--- src/rtl/poly_coef_extractor.sv ---
// Probes a quadratic evaluator at seven points and solves for its 5-bit signed coefficients.
// Restarts the evaluator per point, waits for a done rising edge, then solves one axis per cycle.
module poly_coef_extractor #(
  parameter int TIMEOUT = 1024,
  parameter int CNT_W   = 11
) (
  input  logic               clk,
  input  logic               rst,
  input  logic               start,
  output logic               busy,
  output logic               coef_valid,
  output logic               err,
  output logic [1:0]         err_code,
  output logic signed [4:0]  coef_a,
  output logic signed [4:0]  coef_b,
  output logic signed [4:0]  coef_c,
  output logic signed [4:0]  coef_d,
  output logic signed [4:0]  coef_e,
  output logic signed [4:0]  coef_f,
  output logic signed [4:0]  coef_g,
  output logic               eval_clr,
  output logic               eval_en,
  output logic [3:0]         eval_in0,
  output logic [3:0]         eval_in1,
  output logic [3:0]         eval_in2,
  input  logic               eval_done,
  input  logic signed [18:0] eval_out
);

  typedef enum logic [2:0] {S_IDLE, S_CLR, S_RUN, S_SOLVE, S_DONE, S_ERR} state_t;

  state_t             state_q;
  logic [2:0]         idx_q;
  logic [1:0]         axis_q;
  logic [CNT_W-1:0]   cnt_q;
  logic               done_q;
  logic signed [18:0] sample_q [7];

  logic               busy_q, coef_valid_q, err_q, eval_clr_q, eval_en_q;
  logic [1:0]         err_code_q;
  logic signed [4:0]  coef_a_q, coef_b_q, coef_c_q, coef_d_q, coef_e_q, coef_f_q, coef_g_q;
  logic [3:0]         in0_q, in1_q, in2_q;

  // Point order: origin, then (2-probe, 1-probe) pairs for x, y and z.
  function automatic logic [11:0] probe(input logic [2:0] i);
    case (i)
      3'd1:    probe = {4'd2, 4'd0, 4'd0};
      3'd2:    probe = {4'd1, 4'd0, 4'd0};
      3'd3:    probe = {4'd0, 4'd2, 4'd0};
      3'd4:    probe = {4'd0, 4'd1, 4'd0};
      3'd5:    probe = {4'd0, 4'd0, 4'd2};
      3'd6:    probe = {4'd0, 4'd0, 4'd1};
      default: probe = 12'd0;
    endcase
  endfunction

  function automatic logic signed [20:0] sext(input logic signed [18:0] v);
    sext = {{2{v[18]}}, v};
  endfunction

  function automatic logic in_rng(input logic signed [20:0] v);
    in_rng = (v >= -21'sd16) && (v <= 21'sd15);
  endfunction

  logic signed [20:0] g_w, s2_w, s1_w, p2_w, p1_w, qq_w, quad_w, lin_w;
  logic               rise_w, odd_w, range_bad_w;

  always_comb begin
    s2_w = '0;
    s1_w = '0;
    case (axis_q)
      2'd0:    begin s2_w = sext(sample_q[1]); s1_w = sext(sample_q[2]); end
      2'd1:    begin s2_w = sext(sample_q[3]); s1_w = sext(sample_q[4]); end
      default: begin s2_w = sext(sample_q[5]); s1_w = sext(sample_q[6]); end
    endcase
  end

  // F(2)-F(0) = 4q+2l and F(1)-F(0) = q+l, so Q = 2q must be even.
  assign g_w         = sext(sample_q[0]);
  assign p2_w        = s2_w - g_w;
  assign p1_w        = s1_w - g_w;
  assign qq_w        = p2_w - (p1_w <<< 1);
  assign quad_w      = qq_w >>> 1;
  assign lin_w       = p1_w - quad_w;
  assign odd_w       = qq_w[0];
  assign range_bad_w = !in_rng(quad_w) || !in_rng(lin_w) || ((axis_q == 2'd0) && !in_rng(g_w));
  assign rise_w      = eval_done & ~done_q;

  always_ff @(posedge clk) begin
    if (rst) begin
      state_q      <= S_IDLE;
      idx_q        <= '0;
      axis_q       <= '0;
      cnt_q        <= '0;
      done_q       <= 1'b0;
      busy_q       <= 1'b0;
      coef_valid_q <= 1'b0;
      err_q        <= 1'b0;
      err_code_q   <= 2'b00;
      eval_clr_q   <= 1'b0;
      eval_en_q    <= 1'b0;
      in0_q        <= '0;
      in1_q        <= '0;
      in2_q        <= '0;
      coef_a_q     <= '0;
      coef_b_q     <= '0;
      coef_c_q     <= '0;
      coef_d_q     <= '0;
      coef_e_q     <= '0;
      coef_f_q     <= '0;
      coef_g_q     <= '0;
      for (int i = 0; i < 7; i++) sample_q[i] <= '0;
    end else begin
      done_q <= eval_done;
      case (state_q)
        S_IDLE, S_DONE, S_ERR: begin
          if (start) begin
            state_q                <= S_CLR;
            idx_q                  <= '0;
            busy_q                 <= 1'b1;
            coef_valid_q           <= 1'b0;
            err_q                  <= 1'b0;
            err_code_q             <= 2'b00;
            eval_clr_q             <= 1'b1;
            {in0_q, in1_q, in2_q}  <= probe(3'd0);
          end
        end
        S_CLR: begin
          eval_clr_q <= 1'b0;
          eval_en_q  <= 1'b1;
          cnt_q      <= '0;
          state_q    <= S_RUN;
        end
        S_RUN: begin
          // A rising edge in the final timeout cycle still counts.
          if (rise_w) begin
            sample_q[idx_q] <= eval_out;
            eval_en_q       <= 1'b0;
            if (idx_q != 3'd6) begin
              idx_q                 <= idx_q + 3'd1;
              eval_clr_q            <= 1'b1;
              {in0_q, in1_q, in2_q} <= probe(idx_q + 3'd1);
              state_q               <= S_CLR;
            end else begin
              axis_q  <= '0;
              state_q <= S_SOLVE;
            end
          end else if (cnt_q == CNT_W'(TIMEOUT - 1)) begin
            eval_en_q  <= 1'b0;
            busy_q     <= 1'b0;
            err_q      <= 1'b1;
            err_code_q <= 2'b01;
            state_q    <= S_ERR;
          end else begin
            cnt_q <= cnt_q + 1'b1;
          end
        end
        S_SOLVE: begin
          if (odd_w || range_bad_w) begin
            busy_q     <= 1'b0;
            err_q      <= 1'b1;
            err_code_q <= odd_w ? 2'b10 : 2'b11;
            state_q    <= S_ERR;
          end else begin
            case (axis_q)
              2'd0: begin
                coef_a_q <= quad_w[4:0];
                coef_b_q <= lin_w[4:0];
                coef_g_q <= g_w[4:0];
              end
              2'd1: begin
                coef_c_q <= quad_w[4:0];
                coef_d_q <= lin_w[4:0];
              end
              default: begin
                coef_e_q <= quad_w[4:0];
                coef_f_q <= lin_w[4:0];
              end
            endcase
            if (axis_q == 2'd2) begin
              busy_q       <= 1'b0;
              coef_valid_q <= 1'b1;
              state_q      <= S_DONE;
            end else begin
              axis_q <= axis_q + 2'd1;
            end
          end
        end
        default: state_q <= S_IDLE;
      endcase
    end
  end

  assign busy       = busy_q;
  assign coef_valid = coef_valid_q;
  assign err        = err_q;
  assign err_code   = err_code_q;
  assign eval_clr   = eval_clr_q;
  assign eval_en    = eval_en_q;
  assign eval_in0   = in0_q;
  assign eval_in1   = in1_q;
  assign eval_in2   = in2_q;
  assign coef_a     = coef_a_q;
  assign coef_b     = coef_b_q;
  assign coef_c     = coef_c_q;
  assign coef_d     = coef_d_q;
  assign coef_e     = coef_e_q;
  assign coef_f     = coef_f_q;
  assign coef_g     = coef_g_q;

endmodule

--- config.mk ---
export PLATFORM = sky130hd
export DESIGN_NAME = poly_coef_extractor
export DESIGN_NICKNAME = d
export VERILOG_FILES = /design/src/rtl/poly_coef_extractor.sv
export SDC_FILE = /design/constraint.sdc
export NUM_CORES = 1
export LEC_CHECK = 0
export CAP_MARGIN = 5
export CORE_MARGIN = 2
export CORE_UTILIZATION = 42
export CTS_CLUSTER_SIZE = 16
export DETAILED_ROUTE_END_ITERATION = 10
export PLACE_DENSITY = 0.62
export SLEW_MARGIN = 10
export SYNTH_ARGS = -nofsm -noshare
export SYNTH_HDL_FRONTEND = slang
export SYNTH_SLANG_ARGS = --single-unit
--- constraint.sdc ---
create_clock -name clk -period 21.4 [get_ports clk]
set_clock_uncertainty 0.2 [all_clocks]
set_input_delay 3.21 -clock clk [delete_from_list [all_inputs] [get_ports clk]]
set_output_delay 3.21 -clock clk [all_outputs]
set_load 0.02 [all_outputs]
==> run metrics, run 1 <==
Die Area 30500 um^2; Clock Tree Root clkbuf_16; final net count 1506; maxcap violations 0; status finished clean; drt wl/cell 16.9 um; WL final 30400 um; Leakage 5.76 nW; largest net degree at the start of global routing 58; Yosys cell types between 70 and 80; PD cells approximately 110 nW/um^2; buffers and inverters on the worst path 4; CTS Hold Bufs 0; Post-DP Area 13200 um^2; Data arrival, critical path slightly below 10000 ps; Max clock buf depth 3; clock sinks 201; die outline height approximately 170 um; Avg Cell Area, Syn 9.09 um^2; worst reg2reg setup slack 11870 ps; final max-slew violation count 0; CP peak stage delay 650 ps; Slowest cell on crit path nand4_1; via-per-instance ratio 5.41; R2R cell count 34; RSZ-0062 raised after global routing no; synth top area cells edfxtp_1, dfxtp_1, ha_1; grt ovf 0; Worst IR Drop VDD 0.0586 mV; switch share 39.6%; post-CTS setup buffers 0; NetSw 0.000601 W; max_slew headroom 24.2%; Initial Util 42.5%; Critical Path RT roughly 22000 ps; mapped cell area around 12000 um^2; Post-synth top cells nor2_1, nand2_1, edfxtp_1; initial antenna violation count 0; DRC 0; Detail Route Antenna Nets 0; final worst path period share around 45%; first-pass GRT wire length 48600 um; P&R area growth vs syn 14.4%; CP dominant cell by count ha_1; Non-Filler Instances 1795; vias in the first global route about 9000; Clk Latency, worst-skew pair about 530 ps; HP Class flop to flop; IO Count 77; number of port buffers 70; cts repair resizes 0; WP depth 34; CP max FO 42; 1st-iter DRT viols around 670; layout cells sized above 1 4.75%; GP Congestion 0.871; TritonCTS Buffers 23; Top delay family on crit path simple AND/OR/NAND/NOR gates; worst slew pin tran 1130 ps; CTS tree done; Synth area leader edfxtp_1; Seq pwr share 28.6%; Top FF cell, synth edfxtp_1; first-pass iteration count of the detailed router 5; row cnt 62; FFs w/ async S/R, synth 0%; setup violators final 0; post-route cell area 14000 um^2; H-tree depth 1; Worst setup SP type flop; Post-Syn Instances 1343; crit path kind flop to flop; clk slew on worst S/H paths 60 ps; Synth Register Bits approximately 200; ANT cells 0; dpl cells 1753; number of synthesized flops with an enable pin 114; die width 175 um; Max Freq 105 MHz; register area share after synthesis a little over two fifths; count leader, synth nor2_1; GRT Util Overall 19.8%; setup tns final 0 ps; minimum clock period approximately 9500 ps; clock power share 25.1%; hpwl dp 22900 um; detailed-route via count 9715; Internal 0.000917 W; Core Area roughly 29000 um^2; hold-critical path depth 2; combinational power share 46.3%; Warnings, synthesis 0; CP Capture Type flop; Synth top area share 28.0%; final number of hold-violating endpoints 0
through the flow:
stage | total power [W] | worst slack (ps) | util [%] | hold slack, ps
floorplan | 0.000988 | 13360 | - | 237
global placement | 0.00113 | 12200 | 46.1 | 243
detailed placement | 0.00114 | 11980 | 46.1 | 244
CTS | 0.00152 | 11910 | 48.7 | 252
global route | 0.00162 | 11160 | 48.7 | 284
finish | 0.00152 | 11870 | 48.7 | 250
cells in the final DEF, fill, tap and decap left out, drive strengths merged, types with 8 or more instances in the layout:
| cell type | netlist | final |
|---|---|---|
| or3 | 10 | 10 |
| nor4 | 10 | 10 |
| nand3 | 22 | 22 |
| nor3 | 20 | 20 |
| mux2i | 36 | 36 |
| inv | 107 | 110 |
| and3 | 12 | 12 |
| nor2 | 177 | 177 |
| a21o | 16 | 16 |
| xnor2 | 40 | 40 |
| xor2 | 17 | 17 |
| clkbuf | 41 | 32 |
| o21a | 11 | 11 |
| and2 | 30 | 30 |
| o21ai | 45 | 45 |
| fa | 21 | 21 |
| nand2 | 160 | 160 |
| a211oi | 9 | 9 |
| ha | 68 | 68 |
| edfxtp | 114 | 114 |
| a21oi | 104 | 104 |
| dfxtp | 87 | 87 |
| buf | 15 | 8 |
| nor2b | 11 | 11 |
| nand4 | 24 | 24 |
| o211ai | 10 | 10 |
| nand2b | 14 | 14 |
| clkdlybuf4s50 | 0 | 69 |
| a22oi | 19 | 19 |
| a22o | 19 | 19 |
final timing paths:
kind / startpoint / endpoint
setup / recovery: axis_q[0] / coef_d[1]
hold / removal: eval_in0[1] / eval_in0[1]
setup reg to reg: axis_q[0] / coef_d[1]
hold reg to reg: eval_in0[1] / eval_in0[1]
cells by family (layout without fill, tap and decap cells):
logic type | after synthesis | count (layout) | synth area share [%]
other | 1 | 6 | 0.0307
AOI/OAI and AO/OA | 283 | 283 | 15.2
buffers and inverters | 163 | 226 | 5.26
DFF | 201 | 201 | 42.3
muxes | 37 | 37 | 3.15
and+or+nand+nor | 509 | 509 | 19.1
xor gates and xnor gates | 58 | 58 | 4.33
adders and majority gates | 91 | 91 | 10.6
metal layers:
metal	track usage (%)	part of all wire, %	vias up
li1	-	-	4800
met3	2.14	5.3	34
met5	0	0	-
met4	4.27	1.6	0
met2	31.9	45	238
met1	28.9	48	4643
flip-flops by register name (all words and copies together) (netlist names), 2 cells and up:
signal    count
idx_q         3
coef_d        5
state_q       3
coef_e        5
coef_f        5
eval_in0      2
coef_c        5
err_code      2
axis_q        2
sample_q    133
eval_in1      2
coef_b        5
eval_in2      2
cnt_q        11
coef_g        5
coef_a        5
power groups by stage:
stage	clock [W]	combinational (W)	sequential, W
after CTS	0.000387	0.000699	0.000434
after floorplan	0	0.000548	0.000440
after global placement	0	0.000692	0.000442
after detailed placement	0	0.000695	0.000443
final	0.000381	0.000703	0.000434
after global routing	0.000402	0.000786	0.000436
worst reg2reg max path, delay by kind of cell, from the launching register on:
kind / cells / cell delay (ps)
buf+inv: 4 / 820
xor+xnor: 3 / 870
flops: 1 / 350
fa+ha+maj: 5 / 1770
mux: 2 / 650
compound gates: 10 / 2210
simple gates: 10 / 2540
final cells by class:
class	count	area, um^2
fillers	2742	14700
multi-input cells	984	6430
flip-flops and latches	201	5160
repair buffers	77	748
clock buffers	32	661
well taps	384	480
inverters	107	402
clock inverters	10	82.6
Power figures use the tool's default switching activity.
==> inputs of run 2 (changes only) <==
==> constraint.sdc (replaced) <==
create_clock -name clk -period 9.1 [get_ports clk]
set_clock_uncertainty 0.2 [all_clocks]
set_input_delay 1.365 -clock clk [delete_from_list [all_inputs] [get_ports clk]]
set_output_delay 1.365 -clock clk [all_outputs]
set_load 0.02 [all_outputs]
==> run metrics, run 2 (synthesized netlist as in run 1, its figures left out) <==
status finished clean; grt ovf 0; max_slew headroom between 30% and 40%; Max Freq about 120 MHz; TritonCTS Buffers 24; final net count 1514; number of port buffers 70; ANT cells 0; layout cells sized above 1 5.92%; largest reg by FF count sample_q; first-pass iteration count of the detailed router 6; crit path kind flop to flop; WL final between 30000 and 40000 um; P&R area growth vs syn 15.7%; largest registers sample_q (133), cnt_q (11); max reg flops 133; die width 175 um; register area roughly 5200 um^2; GRT Util Overall 19.8%; Detail Route Antenna Nets 0; Core Area about 29000 um^2; worst slew pin tran 938 ps; hpwl dp roughly 23000 um; Slowest cell on crit path fa_1; DRC 0; vias in the first global route 9229; Worst setup SP type flop; minimum clock period between 8000 and 9000 ps; Clk Latency, worst-skew pair 540 ps; row cnt 62; IO Count 77; drt wl/cell around 17 um; maxcap violations 0; Multi-input gate area 6470 um^2; Leakage 5.83 nW; post-route cell area 14100 um^2; detailed-route via count around 9600; Die Area 30500 um^2; final worst path period share about 93%; setup violators final 0; Post-DP Area around 13000 um^2; commonest non-fill, non-tap cell in the layout nor2_1; 1st-iter DRT viols around 670; Clock Tree Root clkbuf_16; Initial Util 42.5%; CP max FO 19; Top delay family on crit path compound AO/OA/AOI/OAI gates; final max-slew violation count 0; GP Congestion between 0.8 and 0.9; CP Capture Type flop; largest net degree at the start of global routing 65; PD cells 259 nW/um^2; HP Class flop to flop; CP dominant cell by count inv_1; CTS tree done; die outline height around 170 um; via-per-instance ratio around 5.3; DP Worst Slack a little under 400 ps; Worst IR Drop VDD 0.173 mV; final number of hold-violating endpoints 0; Data arrival, critical path 8640 ps; Max clock buf depth 3; clock sinks 201; CP peak stage delay 510 ps; setup ws final 627 ps; H-tree depth 1; clk slew on worst S/H paths 60 ps; # fillers 2738; initial antenna violation count 0; Critical Path RT 9260 ps; most frequent cells in the layout nor2_1, nand2_1, edfxtp_1; first-pass GRT wire length 48900 um; buffers and inverters on the worst path 5
==> run 2: layout make-up <==
cell class                 instances  share of cell area (%)
clock inverter                    12                   0.974
clock buffer                      32                    4.67
multi-input combinational        984                    45.8
tap                              384                    3.40
timing repair buffer              84                    5.75
sequential                       201                    36.5
inverter                         107                    2.84
==> run 2: power by group <==
part           total (W)  switching [W]  internal [W]
Combinational    0.00168        0.00103      0.000652
Clock           0.000952       0.000381      0.000571
Sequential       0.00102      0.0000276      0.000994
Total            0.00366        0.00144       0.00222
==> run 2: worst paths after layout <==
check / endpoint / cells after the start / slack (ps) / start
min reg2reg: sample_q[6][16] / 2 / 260 / sample_q[6][16]
max: state_q[2] / 33 / 630 / axis_q[1]
max reg2reg: state_q[2] / 33 / 630 / axis_q[1]
min: sample_q[6][16] / 2 / 260 / sample_q[6][16]
==> run 2: worst min-delay path: stages (launching register included) <==
cell,delay (ps)
dfxtp_1,310
nand2_1,50
a21oi_1,50
==> run 2: through the flow <==
step | hold WS [ps] | cells | utilization [%] | TNS (ps) | power, W
6_report | 256 | 1804 | 49.2 | 0 | 0.00366
4_1_cts | 258 | 1803 | 49.0 | 0 | 0.00365
2_1_floorplan | 237 | 1348 | - | 0 | 0.00232
5_1_grt | 276 | 1804 | 49.2 | -685 | 0.00390
3_5_place_dp | 249 | 1759 | 46.2 | 0 | 0.00270
3_3_place_gp | 246 | 1759 | 46.2 | 0 | 0.00269
==> run 2: what timing repair did <==
| item | in CTS | in global routing |
|---|---|---|
| setup buffers | 0 | 1 |
| setup endpoints to repair | 0 | 45 |
| resized for setup | 0 | 9 |
| hold buffers | 0 | 0 |
==> run 2: routing by layer <==
metal | wire, um | up-vias | GRT usage, %
li1 | - | 4814 | -
met2 | 14000 | 225 | 32.0
met4 | 624 | 0 | 4.76
met3 | 1390 | 39 | 2.01
met5 | 0 | - | 0
met1 | 14400 | 4565 | 28.5
==> inputs of run 3 (changes only) <==
--- a/config.mk
+++ b/config.mk
@@ -8,9 +8,12 @@
 export CAP_MARGIN = 5
 export CORE_MARGIN = 2
 export CORE_UTILIZATION = 42
+export CTS_CLUSTER_DIAMETER = 100
 export CTS_CLUSTER_SIZE = 16
 export DETAILED_ROUTE_END_ITERATION = 10
+export GPL_ROUTABILITY_DRIVEN = 0
 export PLACE_DENSITY = 0.62
+export REMOVE_ABC_BUFFERS = 1
 export SLEW_MARGIN = 10
 export SYNTH_ARGS = -nofsm -noshare
 export SYNTH_HDL_FRONTEND = slang
==> run metrics, run 3 (synthesized netlist as in run 1, its figures left out) <==
NetSw 0.00135 W; die outline height 175 um; number of port buffers 70; row cnt 62; die width 175 um; vias in the first global route 9114; drt wl/cell 16.4 um; Worst setup SP type flop; Detail Route Antenna Nets 0; Internal ~0.0020 W; Top delay family on crit path adder cells; hold-critical path depth 2; Max Freq 117 MHz; hold slack 252 ps; most frequent cells in the layout nor2_1, nand2_1, edfxtp_1; switch share 40.6%; final worst path period share a little over nine tenths; largest reg by FF count sample_q; maxcap violations 0; detailed-route via count 9593; combinational power share 50.0%; crit path kind flop to flop; layout cells sized above 1 4.49%; largest net degree at the start of global routing 55; ANT cells 0; register area 5160 um^2; Leakage between 5 and 6 nW; initial antenna violation count 0; RSZ-0062 raised after global routing no; Power Total 0.00333 W; # fillers 2761; clock power share 19.4%; setup violators final 0; CP max FO 14; final max-slew violation count 0; CP peak stage delay 540 ps; WL final roughly 29000 um; Max clock buf depth 3; RR Endpoint state_q[0]; Seq pwr share 30.6%; DRC 0; Core Area 28700 um^2; grt ovf 0; Die Area 30500 um^2; Worst Hold Launch eval_in0[0]; clock sinks ~200; Worst IR Drop VDD about 0.12 mV; H-tree depth 1; 1st-iter DRT viols roughly 660; Initial Util 42.5%; CTS Hold Bufs 0; first-pass GRT wire length 48000 um; Clock Tree Root clkbuf_16; GRT Util Overall between 10% and 20%; Slowest cell on crit path or4_1; worst reg2reg startpoint axis_q[1]; R2R cell count 34; buffers and inverters on the worst path 6; max_slew headroom 38.8%; CTS tree done; HP Class flop to flop; CP dominant cell by count inv_1; IO Count 77; post-layout util slightly below 50%; Critical Path RT 9290 ps; final net count 1507; worst reg2reg setup slack 540 ps; max reg flops between 100 and 150; hpwl dp 23100 um; minimum clock period 8560 ps; clk slew on worst S/H paths approximately 80 ps; Clk Latency, worst-skew pair 490 ps; PD cells 241 nW/um^2; Multi-input gate area 6460 um^2; worst slew pin tran 919 ps; final number of hold-violating endpoints 0; commonest non-fill, non-tap cell in the layout nor2_1; Data arrival, critical path a little under 9000 ps; TritonCTS Buffers 16; P&R area growth vs syn 12.9%; largest registers sample_q (133), cnt_q (11); hold endpoint eval_in0[0]; first-pass iteration count of the detailed router 5; CP Capture Type flop; via-per-instance ratio 5.37; status finished clean
[run 3: cell types whose count changed in the layout (fill, tap and decap cells not counted), moves of 3 or more]
cell / before / now
clkbuf_16: 24 / 16
clkbuf_1: 5 / 8
clkinv_2: 5 / 0
clkbuf_8: 3 / 0
[run 3: layout make-up]
class | instances | area share [%]
Clock buffer | 25 | 3.16
Clock inverter | 2 | 0.181
Tap cell | 384 | 3.48
Sequential cell | 201 | 37.5
Multi-Input combinational cell | 984 | 46.9
Inverter | 107 | 2.91
Timing Repair Buffer | 85 | 5.95
[run 3: worst max-delay path by stage]
stage | start | end | slack [ps] | depth (start not counted)
2_1_floorplan | axis_q[0] | coef_e[0] | -240 | 37
6_report | axis_q[1] | state_q[0] | 540 | 34
5_1_grt | axis_q[1] | coef_c[4] | 50 | 34
3_5_place_dp | axis_q[1] | coef_b[2] | 470 | 33
4_1_cts | axis_q[1] | coef_b[2] | 420 | 33
3_3_place_gp | axis_q[1] | coef_b[1] | 700 | 33
[run 3: metal layers]
| layer | vias to the layer above | wire length (um) | global-route usage [%] |
|---|---|---|---|
| li1 | 4791 | - | - |
| met1 | 4536 | 14200 | 28.4 |
| met2 | 233 | 13200 | 31.0 |
| met3 | 33 | 1440 | 2.03 |
| met4 | 0 | 490 | 3.82 |
| met5 | - | 0 | 0 |
[run 3: repair_timing]
action	in CTS	in global routing
buffers inserted	0	1
resized for setup	0	5
setup endpoints to repair	0	39
[run 3: power groups by stage]
stage	logic (W)	registers, W	clock network (W)
floorplan	0.00127	0.00104	0
finish	0.00166	0.00102	0.000646
detailed placement	0.00164	0.00104	0
CTS	0.00164	0.00102	0.000661
global placement	0.00162	0.00104	0
global route	0.00185	0.00103	0.000702
[run 3: stage by stage]
stage               setup TNS [ps]  worst slack (ps)  cells  area (um^2)
finish                           0               542   1788        13800
CTS                              0               419   1787        13700
detailed placement               0               468   1760        13300
global placement                 0               703   1760        13300
global route                     0              48.2   1788        13800
floorplan                    -4570              -243   1292        12000
[run 3: worst reg2reg max path: cells and delay by family, from the launching register on]
kind / cells / cell delay, ps
fa+ha+maj: 6 / 2290
compound gates: 11 / 2140
simple gates: 8 / 1580
buf+inv: 6 / 720
xor+xnor: 2 / 680
mux: 1 / 510
flops: 1 / 330
